File: src/rtl/key_sequencer.sv
// key_sequencer: records the four note switches into a tick-paced buffer and
// loops the captured sequence back out for the GUI.
module key_sequencer #(
    parameter int DEPTH    = 64,
    parameter int TICK_DIV = 2_500_000
) (
    input  logic                     clock,
    input  logic                     reset,
    input  logic                     go,
    input  logic [3:0]               keys,
    output logic [1:0]               mode,
    output logic [3:0]               playback_keys,
    output logic [$clog2(DEPTH):0]   rec_len
);
    localparam int AW = $clog2(DEPTH);
    localparam int CW = TICK_DIV > 1 ? $clog2(TICK_DIV) : 1;

    typedef enum logic [1:0] {IDLE = 2'b00, RECORD = 2'b01, PLAYBACK = 2'b10} state_t;

    state_t        state_q, state_d;
    logic          go_s1_q, go_s2_q, go_s3_q;
    logic [3:0]    keys_s1_q, keys_s2_q;
    logic [CW-1:0] cnt_q, cnt_d;
    logic [AW-1:0] wr_ptr_q, wr_ptr_d, rd_ptr_q, rd_ptr_d;
    logic [AW:0]   rec_len_q, rec_len_d;
    logic [3:0]    pk_q, pk_d;
    logic [3:0]    mem_q [DEPTH];
    logic          go_press, tick, mem_we;

    assign go_press      = go_s3_q & ~go_s2_q;
    assign tick          = cnt_q == CW'(TICK_DIV - 1);
    assign mode          = state_q;
    assign playback_keys = pk_q;
    assign rec_len       = rec_len_q;

    always_comb begin
        state_d   = state_q;
        cnt_d     = tick ? '0 : cnt_q + 1'b1;
        wr_ptr_d  = wr_ptr_q;
        rd_ptr_d  = rd_ptr_q;
        rec_len_d = rec_len_q;
        pk_d      = pk_q;
        mem_we    = 1'b0;
        case (state_q)
            IDLE: if (go_press) begin
                state_d   = RECORD;
                wr_ptr_d  = '0;
                rec_len_d = '0;
            end
            RECORD: begin
                if (tick) begin
                    mem_we    = 1'b1;
                    wr_ptr_d  = wr_ptr_q + 1'b1;
                    rec_len_d = {1'b0, wr_ptr_q} + 1'b1;
                end
                // a press landing on the final-slot tick still yields a single transition
                if (go_press || (tick && wr_ptr_q == AW'(DEPTH - 1))) begin
                    state_d  = PLAYBACK;
                    rd_ptr_d = '0;
                end
            end
            PLAYBACK: if (go_press) begin
                state_d = IDLE;
                pk_d    = '0;
            end else if (tick && rec_len_q != '0) begin
                pk_d     = mem_q[rd_ptr_q];
                rd_ptr_d = ({1'b0, rd_ptr_q} == rec_len_q - 1'b1) ? '0 : rd_ptr_q + 1'b1;
            end
            default: state_d = IDLE;
        endcase
        if (state_d != state_q) cnt_d = '0;
    end

    always_ff @(posedge clock or negedge reset) begin
        if (!reset) begin
            state_q   <= IDLE;
            go_s1_q   <= 1'b1;
            go_s2_q   <= 1'b1;
            go_s3_q   <= 1'b1;
            keys_s1_q <= '0;
            keys_s2_q <= '0;
            cnt_q     <= '0;
            wr_ptr_q  <= '0;
            rd_ptr_q  <= '0;
            rec_len_q <= '0;
            pk_q      <= '0;
        end else begin
            state_q   <= state_d;
            go_s1_q   <= go;
            go_s2_q   <= go_s1_q;
            go_s3_q   <= go_s2_q;
            keys_s1_q <= keys;
            keys_s2_q <= keys_s1_q;
            cnt_q     <= cnt_d;
            wr_ptr_q  <= wr_ptr_d;
            rd_ptr_q  <= rd_ptr_d;
            rec_len_q <= rec_len_d;
            pk_q      <= pk_d;
        end
    end

    always_ff @(posedge clock) begin
        if (mem_we) mem_q[wr_ptr_q] <= keys_s2_q;
    end
endmodule

File: config.mk
export PLATFORM = sky130hd
export DESIGN_NAME = key_sequencer
export DESIGN_NICKNAME = d
export VERILOG_FILES = /design/src/rtl/key_sequencer.sv
export SDC_FILE = /design/constraint.sdc
export NUM_CORES = 1
export LEC_CHECK = 0
export ABC_AREA = 0
export BUFFER_PORTS_ARGS = -buffer_cell sky130_fd_sc_hd__buf_2
export CAP_MARGIN = 20
export CELL_PAD_IN_SITES_DETAIL_PLACEMENT = 1
export CELL_PAD_IN_SITES_GLOBAL_PLACEMENT = 2
export CORE_MARGIN = 3
export CORE_UTILIZATION = 51
export DETAILED_ROUTE_END_ITERATION = 10
export PLACE_DENSITY_LB_ADDON = 0.12
export SYNTH_ARGS = -nofsm -noshare
export SYNTH_HDL_FRONTEND = slang
export SYNTH_SLANG_ARGS = --single-unit
File: constraint.sdc
create_clock -name clock -period 6.6 [get_ports clock]
set_input_delay 0.99 -clock clock [delete_from_list [all_inputs] [get_ports clock]]
set_output_delay 0.99 -clock clock [all_outputs]
set_load 0.005 [all_outputs]
==> impl_metrics.csv <==
group,metric,value,unit
outcome,status,"finished, final reports clean",
synth,synth_edf_count,256,
die,die_y,163,um
routing,highest_layer,"met4",
timing,rsz0062_at_grt,"false",
cells_and_area,diodes,0,
grt,antenna_found_initial,0,
place,io_buffers,19,
pwr,p_leak,4.64,nW
die,dieArea,26700,sq um
synth,netlist_top_cells_area,"edfxtp_1 (61%), mux4_2 (11%), dfrtp_1 (9.7%), nor2_1 (3.3%), mux2i_1 (2.3%)",
cells_and_area,seqCellArea,9000,sq um
critical_path,cp.arrival,3.36,ns
cells_and_area,multi_input_area,3430,sq um
synth,synth_cell_types,51,
critical_path,crit_fanout,8,
cells_and_area,fin_nets,794,
critical_path,cp-end-kind,"register",
synth,yosysTopAreaCellShare,60.8,%
routing,vias,6697,
min_path,hold_class,"reg -> reg",
synth,syn_area,12600,sq um
routing,route.detailed.drc,0,
pwr,ir_worst_vdd,0.246,mV
cells_and_area,layout-drive-gt1-share,19.4,%
timing,min_period,3.16,ns
timing,finalHoldViolations,0,
timing,setup-tns-final,0,ns
synth,synth_warnings,0,
cts,cts_buffers,30,
critical_path,rr_worst_depth,7,
timing,setup_viol,0,
timing,fmax,317,MHz
place,dp_slack,3.47,ns
place,dp_hpwl,18200,um
synth,syn_nets,771,
place,gp_congestion,0.815,
grt,grt_max_degree,65,
routing,wl_met2,14200,um
synth,synth_commonest_cells,"edfxtp_1 (256), nor2_1 (112), mux4_2 (64), dfrtp_1 (49), nand2_1 (36)",
grt,grt_pass1_wl,44600,um
synth,avgSynthCellArea,16.6,sq um
synth,synth-main-ff-cell,"edfxtp_1",
timing,fin_ws,3.44,ns
routing,drt_iter0_markers,475,
cts,postCtsSetupBuffers,0,
cts,cts_hold_buf,0,
timing,drv_slew,0,
cts,clkLatencyLatePin,0.55,ns
cells_and_area,area_growth,11.1,%
critical_path,cp.required,6.80,ns
cts,cts_tree,"built",
routing,routed_via_density,5.95,
grt,track_usage,22.3,%
synth,yosys.area.top_type,"edfxtp_1",
pwr,cellPowerDensity,308,nW/um^2
cts,cts_buffer_depth,3,
grt,grt_pass1_vias,7278,
cts,cts_resized,0,
routing,final_antenna_net_count,0,
synth,synth-async-reset-ratio,16.9,%
cts,cts-root-buf,"clkbuf_16",
routing,routedWlPerCell,25.3,um
die,die_w,163,um
cts,clock-sinks,308,
job,drv_cap,0,
routing,wl_met1,12300,um
min_path,hold_path_depth,0,
critical_path,crit_type,"reg -> reg",
die,start_util,52.9,%
synth,ys_seq_area_share,71.2,%
timing,period_share,47.8,%
die,fp.coreArea,23900,sq um
cts,clk_pin_slew,0.06,ns
grt,overflow,0,
synth,yosysMostFrequentCell,"edfxtp_1",
die,fp-row-count,56,
timing,tightest_slew,0.893,ns
routing,dr.pass1.iters,5,
routing,drt-total-wl,28500,um
cells_and_area,n_fill_cell,2163,
synth,ys_ff_latch,308,
cts,htree_num_levels,1,
die,ioPinCount,20,
routing,routed-wl-met3,1370,um
critical_path,critPathLaunchType,"register",
timing,fin_worst_skew,0.0181,ns
synth,syn_inst,760,
timing,holdWs,0.355,ns
timing,slew_headroom,40.3,%
[critical path, stage by stage (launching register included)]
cell	delay, ns
dfrtp_1	0.39
ha_1	0.23
nand4_1	0.27
nor4_4	0.37
nand3_1	0.24
nor2_1	0.25
nand3_1	0.50
nor2_1	0.55
[metrics by stage]
| step | power (mW) | util, % | area (sq um) | std cells |
|---|---|---|---|---|
| floorplan | 2.55 | - | 12600 | 760 |
| global placement | 2.65 | 54.5 | 13000 | 1068 |
| detailed placement | 2.67 | 54.5 | 13000 | 1068 |
| CTS | 4.35 | 58.5 | 14000 | 1123 |
| global route | 4.49 | 58.7 | 14000 | 1125 |
| finish | 4.32 | 58.7 | 14000 | 1125 |
[final timing paths]
check / slack [ns] / end / from
setup / recovery: 3.44 / mem_q[19][3] / cnt_q[0]
hold / removal: 0.35 / keys_s2_q[3] / keys_s1_q[3]
setup reg to reg: 3.44 / mem_q[19][3] / cnt_q[0]
hold reg to reg: 0.35 / keys_s2_q[3] / keys_s1_q[3]
max in group asynchronous: 5.48 / rd_ptr_q[0] / reset
min in group asynchronous: 0.58 / wr_ptr_q[1] / reset
[cells by family (layout without fill, tap and decap cells)]
family                     after synthesis  in the layout  share of synthesized area (%)
AOI/OAI and AO/OA                       48             48                           2.59
buffers and inverters                   47             93                           1.71
DFF                                    308            308                           71.2
and+or+nand+nor                        235            235                           8.68
muxes                                   93             93                           13.7
xor gates and xnor gates                25             25                           1.73
adders and majority gates                4              4                          0.396
[sequential cells by signal, indices dropped and copies added, names as in the netlist]
name,flops
go_s2_q,1
playback_keys,4
keys_s1_q,4
go_s1_q,1
mem_q,256
keys_s2_q,4
wr_ptr_q,5
rd_ptr_q,6
mode,2
cnt_q,22
rec_len,2
go_s3_q,1
[cell usage in the layout (no fill, tap or decap), types with 9 or more instances in the layout]
cell type,instances
edfxtp_1,256
nor2_1,112
xor2_1,16
mux4_2,64
nand2_1,36
xnor2_1,9
nand4_1,9
dfrtp_1,43
buf_2,19
o22ai_1,11
o21ai_0,9
mux2i_1,29
clkbuf_16,31
nand3_1,29
[power breakdown]
group | total [mW] | internal, mW | switching [mW]
logic | 0.436 | 0.227 | 0.210
registers | 2.20 | 2.13 | 0.0707
clock network | 1.68 | 0.975 | 0.704
total | 4.32 | 3.33 | 0.984
[metal layers]
metal | GRT usage (%) | vias up
met5 | 0 | -
met4 | 5.34 | 0
met3 | 2.79 | 44
met2 | 37.3 | 169
met1 | 31.7 | 3500
li1 | - | 2984
[cell type report]
class | count | share of cell area [%]
Clock inverter | 18 | 1.23
Sequential cell | 308 | 64.2
Inverter | 10 | 0.268
Multi-Input combinational cell | 405 | 24.4
Tap cell | 319 | 2.84
Clock buffer | 37 | 5.69
Timing Repair Buffer | 28 | 1.39
(Power assumes the default switching activity.)
